**src/rtl/serial_width_pkg.sv**
```systemverilog
// Shared types and width derivations for the serial width adapter.
`timescale 1ns/1ps
package serial_width_pkg;

  // Serializer: IDLE waits for a host word, SEND streams its beats.
  typedef enum logic [0:0] {
    IDLE = 1'b0,
    SEND = 1'b1
  } ser_state_e;

  // Deserializer: FILL collects beats, FULL presents the reassembled word.
  typedef enum logic [0:0] {
    FILL = 1'b0,
    FULL = 1'b1
  } deser_state_e;

  // Number of narrow beats that make up one wide word.
  function automatic int calc_beats(input int wide_w, input int narrow_w);
    return wide_w / narrow_w;
  endfunction

  // Beat counter width; never narrower than one bit so BEATS==1 still has a counter.
  function automatic int calc_cnt_w(input int beats);
    int w;
    w = $clog2(beats);
    return (w < 1) ? 1 : w;
  endfunction

endpackage

```
**src/rtl/serial_width_deser.sv**
```systemverilog
// Target-to-host direction: gathers NARROW_W-bit beats (LSB beat first)
// into WIDE_W-bit words and offers them on a ready/valid output.
`timescale 1ns/1ps
module serial_width_deser
  import serial_width_pkg::*;
#(
  parameter int WIDE_W   = 32,
  parameter int NARROW_W = 4
) (
  input  logic                clock,
  input  logic                reset,
  input  logic                narrow_in_valid,
  output logic                narrow_in_ready,
  input  logic [NARROW_W-1:0] narrow_in_bits,
  output logic                wide_out_valid,
  input  logic                wide_out_ready,
  output logic [WIDE_W-1:0]   wide_out_bits
);

  localparam int BEATS = calc_beats(WIDE_W, NARROW_W);
  localparam int CNT_W = calc_cnt_w(BEATS);
  localparam logic [CNT_W-1:0] CNT_ZERO = CNT_W'(0);
  localparam logic [CNT_W-1:0] CNT_ONE  = CNT_W'(1);
  localparam logic [CNT_W-1:0] CNT_LAST = CNT_W'(BEATS - 1);

  deser_state_e      state_r, state_nxt_s;
  logic [CNT_W-1:0]  rx_cnt_r, rx_cnt_nxt_s;
  logic [WIDE_W-1:0] buf_r, buf_nxt_s;
  logic              beat_fire_s;
  logic              word_fire_s;

  // Handshake outputs; a draining word frees the slot-0 position in the same cycle.
  always_comb begin
    narrow_in_ready = 1'b0;
    if (reset) begin
      narrow_in_ready = 1'b0;
    end else begin
      narrow_in_ready = (state_r == FILL) || wide_out_ready;
    end
    wide_out_valid = (state_r == FULL);
    wide_out_bits  = buf_r;
    beat_fire_s    = narrow_in_valid && narrow_in_ready;
    word_fire_s    = wide_out_valid && wide_out_ready;
  end

  // Next state, beat counter and buffer contents.
  always_comb begin
    state_nxt_s  = state_r;
    rx_cnt_nxt_s = rx_cnt_r;
    buf_nxt_s    = buf_r;
    case (state_r)
      FILL: begin
        if (beat_fire_s) begin
          buf_nxt_s[int'(rx_cnt_r)*NARROW_W +: NARROW_W] = narrow_in_bits;
          if (rx_cnt_r == CNT_LAST) begin
            state_nxt_s  = FULL;
            rx_cnt_nxt_s = CNT_ZERO;
          end else begin
            rx_cnt_nxt_s = rx_cnt_r + CNT_ONE;
          end
        end else begin
          state_nxt_s = FILL;
        end
      end
      FULL: begin
        if (word_fire_s) begin
          if (beat_fire_s) begin
            // The incoming beat is slot 0 of the following word.
            buf_nxt_s[NARROW_W-1:0] = narrow_in_bits;
            if (BEATS == 1) begin
              state_nxt_s  = FULL;
              rx_cnt_nxt_s = CNT_ZERO;
            end else begin
              state_nxt_s  = FILL;
              rx_cnt_nxt_s = CNT_ONE;
            end
          end else begin
            state_nxt_s  = FILL;
            rx_cnt_nxt_s = CNT_ZERO;
          end
        end else begin
          state_nxt_s = FULL;
        end
      end
      default: begin
        state_nxt_s  = FILL;
        rx_cnt_nxt_s = CNT_ZERO;
      end
    endcase
  end

  // State, counter and buffer registers; reset drops any partial word.
  always_ff @(posedge clock) begin
    if (reset) begin
      state_r  <= FILL;
      rx_cnt_r <= CNT_ZERO;
      buf_r    <= {WIDE_W{1'b0}};
    end else begin
      state_r  <= state_nxt_s;
      rx_cnt_r <= rx_cnt_nxt_s;
      buf_r    <= buf_nxt_s;
    end
  end

endmodule

```
**src/rtl/serial_width_adapter.sv**
```systemverilog
// Bidirectional width adapter between the 32-bit host serial link and a
// narrow off-chip link. Host words leave as LSB-first beats; target beats
// are reassembled into host words. The two directions share no state.
`timescale 1ns/1ps
module serial_width_adapter
  import serial_width_pkg::*;
#(
  parameter int WIDE_W   = 32,
  parameter int NARROW_W = 4
) (
  input  logic                clock,
  input  logic                reset,
  input  logic                wide_in_valid,
  output logic                wide_in_ready,
  input  logic [WIDE_W-1:0]   wide_in_bits,
  output logic                narrow_out_valid,
  input  logic                narrow_out_ready,
  output logic [NARROW_W-1:0] narrow_out_bits,
  input  logic                narrow_in_valid,
  output logic                narrow_in_ready,
  input  logic [NARROW_W-1:0] narrow_in_bits,
  output logic                wide_out_valid,
  input  logic                wide_out_ready,
  output logic [WIDE_W-1:0]   wide_out_bits
);

  if ((NARROW_W < 1) || ((WIDE_W % NARROW_W) != 0)) begin : g_bad_width
    $error("serial_width_adapter: NARROW_W must divide WIDE_W exactly");
  end

  localparam int BEATS = calc_beats(WIDE_W, NARROW_W);
  localparam int CNT_W = calc_cnt_w(BEATS);
  localparam logic [CNT_W-1:0] CNT_ZERO = CNT_W'(0);
  localparam logic [CNT_W-1:0] CNT_ONE  = CNT_W'(1);
  localparam logic [CNT_W-1:0] CNT_LAST = CNT_W'(BEATS - 1);

  ser_state_e        state_r, state_nxt_s;
  logic [CNT_W-1:0]  tx_cnt_r, tx_cnt_nxt_s;
  logic [WIDE_W-1:0] word_r, word_nxt_s;
  logic [WIDE_W-1:0] shifted_s;
  logic              last_s;
  logic              wide_fire_s;
  logic              narrow_fire_s;

  // Serializer handshake outputs; the last beat's acceptance reopens the host side.
  always_comb begin
    last_s           = (tx_cnt_r == CNT_LAST);
    narrow_out_valid = (state_r == SEND);
    shifted_s        = word_r >> (NARROW_W * int'(tx_cnt_r));
    if (state_r == SEND) begin
      narrow_out_bits = shifted_s[NARROW_W-1:0];
    end else begin
      narrow_out_bits = {NARROW_W{1'b0}};
    end
    if (reset) begin
      wide_in_ready = 1'b0;
    end else begin
      wide_in_ready = (state_r == IDLE) ||
                      ((state_r == SEND) && last_s && narrow_out_ready);
    end
    wide_fire_s   = wide_in_valid && wide_in_ready;
    narrow_fire_s = narrow_out_valid && narrow_out_ready;
  end

  // Serializer next state, beat index and held word.
  always_comb begin
    state_nxt_s  = state_r;
    tx_cnt_nxt_s = tx_cnt_r;
    word_nxt_s   = word_r;
    case (state_r)
      IDLE: begin
        if (wide_fire_s) begin
          state_nxt_s  = SEND;
          tx_cnt_nxt_s = CNT_ZERO;
          word_nxt_s   = wide_in_bits;
        end else begin
          state_nxt_s = IDLE;
        end
      end
      SEND: begin
        if (narrow_fire_s) begin
          if (last_s) begin
            tx_cnt_nxt_s = CNT_ZERO;
            if (wide_fire_s) begin
              // Back-to-back word: keep streaming with no idle cycle.
              state_nxt_s = SEND;
              word_nxt_s  = wide_in_bits;
            end else begin
              state_nxt_s = IDLE;
            end
          end else begin
            tx_cnt_nxt_s = tx_cnt_r + CNT_ONE;
          end
        end else begin
          state_nxt_s = SEND;
        end
      end
      default: begin
        state_nxt_s  = IDLE;
        tx_cnt_nxt_s = CNT_ZERO;
      end
    endcase
  end

  // Serializer registers; reset abandons any word in flight.
  always_ff @(posedge clock) begin
    if (reset) begin
      state_r  <= IDLE;
      tx_cnt_r <= CNT_ZERO;
      word_r   <= {WIDE_W{1'b0}};
    end else begin
      state_r  <= state_nxt_s;
      tx_cnt_r <= tx_cnt_nxt_s;
      word_r   <= word_nxt_s;
    end
  end

  serial_width_deser #(
    .WIDE_W   (WIDE_W),
    .NARROW_W (NARROW_W)
  ) u_deser (
    .clock           (clock),
    .reset           (reset),
    .narrow_in_valid (narrow_in_valid),
    .narrow_in_ready (narrow_in_ready),
    .narrow_in_bits  (narrow_in_bits),
    .wide_out_valid  (wide_out_valid),
    .wide_out_ready  (wide_out_ready),
    .wide_out_bits   (wide_out_bits)
  );

endmodule

```
**config.mk**
```make
export PLATFORM = sky130hd
export DESIGN_NAME = serial_width_adapter
export DESIGN_NICKNAME = d
export VERILOG_FILES = /design/src/rtl/serial_width_pkg.sv /design/src/rtl/serial_width_deser.sv /design/src/rtl/serial_width_adapter.sv
export SDC_FILE = /design/constraint.sdc
export NUM_CORES = 1
export LEC_CHECK = 0
export ABC_AREA = 1
export BUFFER_PORTS_ARGS = -buffer_cell sky130_fd_sc_hd__buf_2
export CORE_UTILIZATION = 35
export CTS_BUF_LIST = sky130_fd_sc_hd__clkbuf_16
export DETAILED_ROUTE_END_ITERATION = 16
export PLACE_DENSITY = 0.56
export RECOVER_POWER = 50
export SYNTH_ARGS = -nofsm -noshare
export SYNTH_HDL_FRONTEND = slang
export SYNTH_SLANG_ARGS = --single-unit
```
**constraint.sdc**
```tcl
create_clock -name clock -period 1.6 [get_ports clock]
set_input_delay 0.16 -clock clock [delete_from_list [all_inputs] [get_ports clock]]
set_output_delay 0.16 -clock clock [all_outputs]
set_load 0.1 [all_outputs]
```
Word-level counts from Yosys, hierarchy flattened
Index checks and enable logic that the tools add are counted.

storage, ports and cells
  bits in registers = 72
  output and inout port bits = 40
  word-level logic and storage cells = 65

operators by class
  $add $sub $neg = 3
  equality and inequality tests = 8
  shift operators = 3
  mux-type cells = 29
  bitwise logic cells = 2
  reduce and logical (&&, ||, !) cells = 13

operators with widths
  kind                       count
  $mux W32                   3
  $pmux W32 S2               1
  $neg A5 Y33                1
  $shift A4 B33 Y32 const A  1
  $shiftx A4 B33 Y32         1
  $bwmux W32                 1
  $shr A32 B5 Y4             1
  $mux W3                    6
  $mux W4                    4
  $pmux W3 S2                2
  $mux W1                    9
  $pmux W4 S2                1
  $reduce_and A2 Y1          4
  $add A3 B1 Y3 const B      2
  $eq A3 B3 Y1 const B       2
  $logic_and A1 B1 Y1        6
  $ne A2 B1 Y1 const B       3
  $ne A2 B2 Y1 const B       3
  $pmux W1 S2                2
  $reduce_and A3 Y1          1
  $logic_or A1 B1 Y1         2
  $not A1 Y1                 2

Logic depth before layout (Yosys ltp)
Gate-level depths: netlist of run 1.

  depth in word-level cells = 10
  mapped depth = 11
  mapped depth without buffers = 11

Cells and area by module
A second synthesis of run 1 with hierarchy kept.

unflattened totals
  cell total of the unflattened synthesis = 539
  area total of the unflattened synthesis = 3,807.4 µm²

by module, submodules not included
  module                instances  cells an instance  area an instance (µm²)  sequential area each (µm²)
  serial_width_adapter  1          273                1,959.4                 720.7
  serial_width_deser    1          266                1,848.0                 720.7

Worst setup path before layout of run 1
Ideal clock, no wire load.

  path kind = flip-flop to output port
  start = register state_r, in the netlist narrow_out_valid
  end = output port narrow_out_bits[0]
  arrival time = 2.557 ns
  data required time = 1.440 ns
  slack = -1.117 ns
  cell stages (with the launch flop) = 4
  buffers on the path = 1
  cells stage by stage = dfxtp_1 buf_2 nand2_1 nor2_1

between the ends
  word-level cells in the longest chain between the ends = 1

ends and longest elaborated chain
  what                    line                         text
  from (decl)             serial_width_adapter.sv:37   ser_state_e state_r, state_nxt_s;
  from (signal assigned)  serial_width_adapter.sv:112  state_r <= state_nxt_s;
  $mux W4                 serial_width_adapter.sv:50   if (state_r == SEND) begin
  to (decl)               serial_width_adapter.sv:18   output logic [NARROW_W-1:0] narrow_out_bits,

No other way between the ends.

Worst setup path after layout of run 1
  start = register tx_cnt_r[0]
  end = output port narrow_out_bits[0]

between the ends
  word-level cells in the longest chain between the ends = 2

ends and longest elaborated chain
  what                    line                         text
  from (decl)             serial_width_adapter.sv:38   logic [CNT_W-1:0] tx_cnt_r, tx_cnt_nxt_s;
  from (signal assigned)  serial_width_adapter.sv:113  tx_cnt_r <= tx_cnt_nxt_s;
  $shr A32 B5 Y4          serial_width_adapter.sv:49   shifted_s = word_r >> (NARROW_W * int'(tx_cnt_r));
  $mux W4                 serial_width_adapter.sv:50

No other way between the ends.

==> results of run 1 <==
[cells in the mapped netlist, drive strengths merged]
master	count	area (um2)
inv	32	120.1
nor2	110	427.9
o21ai	24	120.1
nor3b	2	15.01
clkbuf	10	38.78
nand2	112	425.4
nand3	92	460.4
a21oi	14	73.82
dfxtp	72	1441
buf	16	80.08
nand3b	1	7.510
o21bai	4	30.03
nor3	1	5.000
ha	9	112.6
nand4	1	21.27
[registers in the layout, indices dropped and copies added (netlist names)]
signal / count
u_deser.wide_out_bits: 32
word_r: 32
tx_cnt_r: 3
u_deser.rx_cnt_r: 3
narrow_out_valid: 1
u_deser.wide_out_valid: 1
[what timing repair did]
action / in CTS / in global routing
pin swaps: 10 / 22
resized for setup: 38 / 41
cloned: 4 / 2
setup buffers: 11 / 0
endpoints found under the setup margin: 18 / 69
[cell type report]
type / count / area, um2 / share of cell area (%)
sequential: 72 / 1454 / 29.17
inverter: 32 / 125.1 / 2.511
clock inverter: 5 / 77.57 / 1.557
clock buffer: 10 / 250.2 / 5.021
multi-input combinational: 370 / 1934 / 38.82
tap: 129 / 161.4 / 3.239
timing repair buffer: 122 / 980.9 / 19.68
[final timing paths]
path | depth (start not counted) | slack (ns) | end | startpoint
max | 9 | -0.26 | narrow_out_bits[0] | tx_cnt_r[0]
min | 3 | 0.05 | word_r[29] | wide_in_bits[29]
max reg2reg | 11 | -0.18 | word_r[2] | tx_cnt_r[0]
min reg2reg | 2 | 0.46 | word_r[24] | word_r[24]
[power breakdown]
part	internal, W	switching [W]	leakage (nW)	total (W)
logic	0.000323	0.000517	1.61	0.000841
clock network	0.00145	0.000762	0.162	0.00221
registers	0.00186	0.0000509	0.590	0.00192
total	0.00364	0.00133	2.36	0.00497
[worst min-delay path, cell delays in order]
cell,delay (ns)
buf_2,0.08
nand3_2,0.06
nand2_1,0.05
[through the flow]
stage / hold WS, ns / setup TNS [ns] / setup slack, ns
after floorplan: 0.2949 / -0.01033 / -0.01033
after global placement: 0.3805 / -0.003983 / -0.003983
after detailed placement: 0.3876 / 0 / 0.0005131
after CTS: 0.04380 / -2.090 / -0.1886
after global routing: 0.06336 / -8.070 / -0.3277
final: 0.04765 / -5.262 / -0.2579
[logic make-up (layout without fill, tap and decap cells)]
group	count (synthesis)	count (layout)	synth area share [%]
DFF	72	72	42.65
adders and majority gates	9	9	3.332
and+or+nand+nor	319	319	40.32
buffers and inverters	58	169	7.071
AOI/OAI and AO/OA	42	42	6.627
[metal layers]
metal,routed length [um],share of wire (%),global-route usage [%]
met3,465,4.6,3.273
met4,161,1.6,8.361
met2,4892,49,34.14
met1,4551,45,26.14
met5,0,0,0
==> metrics.txt, run 1 <==
# TYPE chip_impl_metric gauge
chip_impl_metric{name="io-pin-count",unit=""} 82
chip_impl_metric{name="clockBufferDepth",unit=""} 2
chip_impl_metric{name="ctsHtreeMaxLevel",unit=""} 3
chip_impl_metric{name="final_util",unit="%"} 53.68
chip_impl_metric{name="yosysWarningCount",unit=""} 0
chip_impl_metric{name="routed-via-count",unit=""} 3587
chip_impl_metric{name="totalWireLength",unit="mm"} 10.07
chip_impl_info{name="outcome",value="complete, but fails checks"} 1
chip_impl_metric{name="final-instance-count-excl-fill",unit=""} 740
chip_impl_metric{name="max_cap_viols",unit=""} 0
chip_impl_metric{name="via_count_of_the_first_global_routing_pass",unit=""} 3439
chip_impl_metric{name="avgSynthCellArea",unit="um2"} 6.759
chip_impl_info{name="failing_checks",value="setup timing"} 1
chip_impl_metric{name="wl_per_cell",unit="um"} 13.61
chip_impl_info{name="worst_path_max_delay_cell",value="dfxtp_2"} 1
chip_impl_metric{name="clk_pin_slew_worst_paths",unit="ns"} 0.06
chip_impl_metric{name="report.final.setup_viol",unit=""} 37
chip_impl_info{name="crit_family",value="buffers and inverters"} 1
chip_impl_info{name="worst-setup-path-type",value="flop to primary output"} 1
chip_impl_metric{name="number_of_design_rule_violations_left_by_the_first_detailed_router_iteration",unit=""} 138
chip_impl_metric{name="initial_utilization",unit="%"} 36.40
chip_impl_metric{name="globalplace.congestion",unit=""} 0.8133
chip_impl_info{name="final_cell_mix",value="nand2_1, nor2_1, nand3_1"} 1
chip_impl_metric{name="drc",unit=""} 0
chip_impl_info{name="worstPathCellList",value="buf_8 > clkbuf_16 > nor2_4 > nor2_2 > o21ai_1 > o21ai_1 > nor2_2 > nor2_4 > buf_12"} 1
chip_impl_metric{name="worst_path_largest_cell_delay",unit="ns"} 0.34
chip_impl_metric{name="grt_antenna_before_repair",unit=""} 0
chip_impl_metric{name="die_wd",unit="um"} 100.3
chip_impl_metric{name="setup_ws",unit="ns"} -0.2579
chip_impl_metric{name="leakage",unit="nW"} 2.362
chip_impl_metric{name="numPlacedInstances",unit=""} 708
chip_impl_metric{name="slew_violations",unit=""} 0
chip_impl_metric{name="global_route_wire_length_before_repair",unit="mm"} 16.11
chip_impl_metric{name="layout_fillers",unit=""} 898
chip_impl_info{name="cts_root_buf",value="clkbuf_16"} 1
chip_impl_metric{name="max_slew.worst_pin.slew",unit="ns"} 0.9929
chip_impl_metric{name="cell_area_after_layout",unit="um2"} 4984
chip_impl_metric{name="seq_area_frac_synth",unit="%"} 42.65
chip_impl_metric{name="layout_min_cycle_time",unit="ns"} 1.858
chip_impl_info{name="tritoncts_clock_tree",value="done"} 1
chip_impl_metric{name="place.detailed.hpwl",unit="mm"} 6.502
chip_impl_metric{name="crit_path_max_fanout",unit=""} 6
chip_impl_metric{name="synth_fp_nets",unit=""} 551
chip_impl_metric{name="core_area",unit="um2"} 9284
chip_impl_info{name="mostFrequentLayoutCell",value="nand2_1"} 1
chip_impl_metric{name="timing.critical_path.required",unit="ns"} 1.44
chip_impl_metric{name="nets",unit=""} 658
chip_impl_metric{name="slew_headroom",unit="%"} 33.81
chip_impl_metric{name="fp.dieArea",unit="um2"} 10050
chip_impl_metric{name="placedInstanceArea",unit="um2"} 4163
chip_impl_metric{name="clk_latency",unit="ns"} 0.33
chip_impl_metric{name="post_synthesis_cell_count",unit=""} 500
chip_impl_metric{name="global_route.overflow_total",unit=""} 0
chip_impl_metric{name="route.detailed.vias_per_inst",unit=""} 4.847
chip_impl_metric{name="post_synth_instance_area",unit="um2"} 3379
chip_impl_metric{name="synth-seq-cells",unit=""} 72
chip_impl_metric{name="io_buffer_count",unit=""} 81
chip_impl_metric{name="cts.sink_count",unit=""} 72
chip_impl_metric{name="fin_skew",unit="ns"} 0.007104
chip_impl_metric{name="critPathBufInv",unit=""} 3
chip_impl_metric{name="cts.hold.buffers_added",unit=""} 0
chip_impl_metric{name="share_of_final_layout_standard_cells_stronger_than_drive_strength_1",unit="%"} 32.57
chip_impl_metric{name="worst_path_arrival",unit="ns"} 1.70
chip_impl_metric{name="floorplan.die.height",unit="um"} 100.3
chip_impl_metric{name="hold_viol",unit=""} 0
chip_impl_metric{name="grt_start_max_net_pins",unit=""} 49
chip_impl_metric{name="powerDensity",unit="nW/um2"} 996.6
chip_impl_metric{name="vdd.ir_drop.worst",unit="V"} 0.0005185
chip_impl_metric{name="report.power.total",unit="W"} 0.004967
chip_impl_info{name="timing.critical_path.from_type",value="flop"} 1
chip_impl_info{name="min-delay-path-class",value="input pin to flop"} 1
chip_impl_metric{name="antenna_cells_inserted",unit=""} 0
chip_impl_metric{name="synth_cell_types",unit=""} 20
chip_impl_metric{name="drt_pass1_iterations",unit=""} 4
chip_impl_metric{name="cts_buffers",unit=""} 9
chip_impl_info{name="cp-end-kind",value="primary output"} 1
chip_impl_metric{name="clock.fmax",unit="MHz"} 538.3
chip_impl_metric{name="global_route.usage.total",unit="%"} 20.41
chip_impl_metric{name="antenna_left",unit=""} 0
chip_impl_metric{name="area.growth.synth_to_final",unit="%"} 47.46
chip_impl_metric{name="period_share",unit="%"} 116.1
chip_impl_info{name="rsz0062_at_grt",value="true"} 1
chip_impl_metric{name="core.rowCount",unit=""} 35
No activity file was read; power rests on OpenSTA's default activity.
==> inputs of run 2 (changes only) <==
--- a/config.mk
+++ b/config.mk
@@ -7,10 +7,13 @@
 export LEC_CHECK = 0
 export ABC_AREA = 1
 export BUFFER_PORTS_ARGS = -buffer_cell sky130_fd_sc_hd__buf_2
-export CORE_UTILIZATION = 35
+export CELL_PAD_IN_SITES_DETAIL_PLACEMENT = 1
+export CELL_PAD_IN_SITES_GLOBAL_PLACEMENT = 2
+export CORE_UTILIZATION = 26
 export CTS_BUF_LIST = sky130_fd_sc_hd__clkbuf_16
+export CTS_CLUSTER_DIAMETER = 120
 export DETAILED_ROUTE_END_ITERATION = 16
-export PLACE_DENSITY = 0.56
+export PLACE_DENSITY = 0.74
 export RECOVER_POWER = 50
 export SYNTH_ARGS = -nofsm -noshare
 export SYNTH_HDL_FRONTEND = slang
==> run 2 against run 1 <==
The flow still finishes with violations (setup timing). Clock-buffer cell count down 1. Sequential share of layout area up 0.54 points. Critical endpoint is now wide_in_ready. First-iteration DRC count up 12%. Total power up 0.24%. Die area up 34%. Flip-flop and latch count unchanged. Register-to-register slack about the same. Maximum frequency up 3.3%. Utilization down 15 points. Clock power up 3%. Routed wire length up 5.0%. Critical path depth down 3.
==> metrics.txt, run 2 (same netlist as run 1, synthesis figures left out) <==
# TYPE chip_impl_metric gauge
chip_impl_metric{name="period_share",unit="%"} 112.4
chip_impl_metric{name="global_route_wire_length_before_repair",unit="mm"} 17.48
chip_impl_metric{name="cts.hold.buffers_added",unit=""} 0
chip_impl_metric{name="leakage",unit="nW"} 2.295
chip_impl_info{name="outcome",value="complete, but fails checks"} 1
chip_impl_metric{name="critPathBufInv",unit=""} 2
chip_impl_metric{name="netSwitchingFraction",unit="%"} 26.36
chip_impl_info{name="rsz0062_at_grt",value="true"} 1
chip_impl_metric{name="antenna_left",unit=""} 0
chip_impl_metric{name="cellInternalPower",unit="W"} 0.003666
chip_impl_info{name="cp-end-kind",value="primary output"} 1
chip_impl_info{name="crit_path_most_repeated_cell",value="buf_12"} 1
chip_impl_metric{name="grt_antenna_before_repair",unit=""} 0
chip_impl_metric{name="final_util",unit="%"} 38.58
chip_impl_info{name="worstHoldStart",value="wide_in_bits[10]"} 1
chip_impl_info{name="cts_root_buf",value="clkbuf_16"} 1
chip_impl_metric{name="cts.sink_count",unit=""} 72
chip_impl_info{name="crit_start",value="tx_cnt_r[0]"} 1
chip_impl_metric{name="slew_violations",unit=""} 0
chip_impl_metric{name="floorplan.die.height",unit="um"} 116.0
chip_impl_metric{name="area.growth.synth_to_final",unit="%"} 44.65
chip_impl_info{name="timing.critical_path.from_type",value="flop"} 1
chip_impl_metric{name="nets",unit=""} 650
chip_impl_metric{name="crit_path_max_fanout",unit=""} 3
chip_impl_metric{name="share_comb_of_total_power",unit="%"} 15.7
chip_impl_metric{name="io-pin-count",unit=""} 82
chip_impl_metric{name="slew_headroom",unit="%"} 63.44
chip_impl_info{name="failing_checks",value="setup timing"} 1
chip_impl_metric{name="global_route.overflow_total",unit=""} 0
chip_impl_metric{name="setup_ws",unit="ns"} -0.1987
chip_impl_metric{name="wl_per_cell",unit="um"} 13.62
chip_impl_metric{name="layout_min_cycle_time",unit="ns"} 1.799
chip_impl_info{name="worst-setup-path-type",value="flop to primary output"} 1
chip_impl_metric{name="initial_utilization",unit="%"} 26.67
chip_impl_metric{name="fin_skew",unit="ns"} 0.005467
chip_impl_metric{name="sequential_power_share",unit="%"} 38.5
chip_impl_info{name="crit_family",value="flip-flops"} 1
chip_impl_metric{name="die_wd",unit="um"} 116.0
chip_impl_metric{name="place.detailed.hpwl",unit="mm"} 7.460
chip_impl_metric{name="clockPowerShare",unit="%"} 45.8
chip_impl_metric{name="max_slew.worst_pin.slew",unit="ns"} 0.5507
chip_impl_info{name="final_cell_mix",value="nand2_1, nor2_1, nand3_1"} 1
chip_impl_metric{name="worst_path_arrival",unit="ns"} 1.64
chip_impl_metric{name="number_of_design_rule_violations_left_by_the_first_detailed_router_iteration",unit=""} 154
chip_impl_metric{name="grt_start_max_net_pins",unit=""} 42
chip_impl_metric{name="clk_latency",unit="ns"} 0.34
chip_impl_metric{name="cell_area_after_layout",unit="um2"} 4888
chip_impl_metric{name="report.final.setup_viol",unit=""} 37
chip_impl_metric{name="share_of_final_layout_standard_cells_stronger_than_drive_strength_1",unit="%"} 30.63
chip_impl_metric{name="max_cap_viols",unit=""} 0
chip_impl_metric{name="timing.critical_path.required",unit="ns"} 1.44
chip_impl_metric{name="vdd.ir_drop.worst",unit="V"} 0.0005486
chip_impl_info{name="critical_path.reg2reg.startpoint",value="tx_cnt_r[0]"} 1
chip_impl_info{name="tritoncts_clock_tree",value="done"} 1
chip_impl_metric{name="core.rowCount",unit=""} 41
chip_impl_metric{name="fp.dieArea",unit="um2"} 13460
chip_impl_metric{name="pre_cts_ws",unit="ns"} -0.08235
chip_impl_metric{name="hold_viol",unit=""} 0
chip_impl_metric{name="hold_depth",unit=""} 3
chip_impl_info{name="min-delay-path-class",value="input pin to flop"} 1
chip_impl_metric{name="global_route.usage.total",unit="%"} 17.01
chip_impl_metric{name="cts_buffers",unit=""} 9
chip_impl_metric{name="routed-via-count",unit=""} 3537
chip_impl_metric{name="ctsHtreeMaxLevel",unit=""} 3
chip_impl_metric{name="worst_path_largest_cell_delay",unit="ns"} 0.40
chip_impl_metric{name="clock.fmax",unit="MHz"} 556.0
chip_impl_metric{name="via_count_of_the_first_global_routing_pass",unit=""} 3494
chip_impl_info{name="regToRegEndpoint",value="word_r[29]"} 1
chip_impl_metric{name="antenna_cells_inserted",unit=""} 0
chip_impl_metric{name="p_switching",unit="W"} 0.001313
chip_impl_info{name="hold_path_end",value="word_r[10]"} 1
chip_impl_metric{name="powerDensity",unit="nW/um2"} 1018
chip_impl_metric{name="tns_setup",unit="ns"} -4.011
chip_impl_metric{name="clockBufferDepth",unit=""} 2
chip_impl_info{name="worst_path_max_delay_cell",value="dfxtp_4"} 1
chip_impl_metric{name="placedInstanceArea",unit="um2"} 4222
chip_impl_metric{name="totalWireLength",unit="mm"} 10.57
chip_impl_info{name="mostFrequentLayoutCell",value="nand2_1"} 1
chip_impl_metric{name="core_area",unit="um2"} 12670
chip_impl_metric{name="setup.reg_to_reg.worst_slack",unit="ns"} -0.18
chip_impl_metric{name="r2r_cells",unit=""} 9
chip_impl_metric{name="drt_pass1_iterations",unit=""} 4
chip_impl_metric{name="route.detailed.vias_per_inst",unit=""} 4.558
chip_impl_metric{name="clk_pin_slew_worst_paths",unit="ns"} 0.06
chip_impl_info{name="worstPathCellList",value="ha_2 > ha_4 > nand2_2 > a21oi_4 > buf_12 > buf_12"} 1
chip_impl_metric{name="globalplace.congestion",unit=""} 0.7404
chip_impl_metric{name="drc",unit=""} 0
chip_impl_metric{name="io_buffer_count",unit=""} 81
-- run 2: cell types whose count changed in the layout (fill, tap and decap cells not counted), sizes merged --
cell	change
buf	-26
bufbuf	+2
bufinv	+1
clkbuf	+15
inv	+1
-- run 2: final cells by class --
| type | count | area (um2) |
|---|---|---|
| sequential | 72 | 1453 |
| tap | 172 | 215.2 |
| clock buffer | 9 | 225.2 |
| clock inverter | 7 | 110.1 |
| fill | 1598 | 7782 |
| timing repair buffer | 114 | 868.3 |
| inverter | 32 | 130.1 |
| multi-input combinational | 370 | 1887 |
-- run 2: stage by stage --
stage	instances	hold slack, ns	power [W]
5_1_grt	776	0.04061	0.005197
2_1_floorplan	500	0.2949	0.002402
6_report	776	0.04125	0.004979
3_3_place_gp	750	0.3866	0.002624
4_1_cts	773	0.03199	0.005024
3_5_place_dp	750	0.3905	0.002638
-- run 2: worst register-to-register path, stage by stage (launching register included) --
cell and delay, ns:
dfxtp_4 0.40, ha_2 0.21, ha_4 0.14, nand2_2 0.07, a21oi_4 0.19, buf_4 0.16
nand2_2 0.09, bufbuf_16 0.30, nand3_1 0.07, nand2_1 0.05
-- run 2: worst max path at each step --
stage	endpoint	cells after the start
finish	wide_in_ready	6
CTS	wide_in_ready	6
global route	narrow_out_bits[2]	8
floorplan	narrow_in_ready	1
global placement	narrow_out_bits[3]	7
detailed placement	u_deser.wide_out_bits[17]	10
-- run 2: timing repair --
item,in CTS,in global routing
gates cloned,3,0
gates resized for setup,39,25
endpoints found under the setup margin,52,57
pin swaps,13,10
buffers inserted,4,3
-- run 2: per-layer routing --
layer | up-vias | share of wire (%) | global-route usage, % | wire length (um)
met5 | - | 0 | 0 | 0
met4 | 0 | 1.3 | 6.838 | 142
met3 | 13 | 3.4 | 3.504 | 361
met2 | 69 | 49 | 28.89 | 5134
met1 | 1652 | 47 | 20.98 | 4933
li1 | 1803 | - | - | -
-- run 2: power groups by stage --
stage	Clock [W]	Sequential (W)	Combinational [W]
floorplan	0	0.00202	0.000387
detailed placement	0	0.00195	0.000690
global route	0.00242	0.00192	0.000855
CTS	0.00234	0.00191	0.000765
finish	0.00228	0.00192	0.000782
global placement	0	0.00194	0.000679
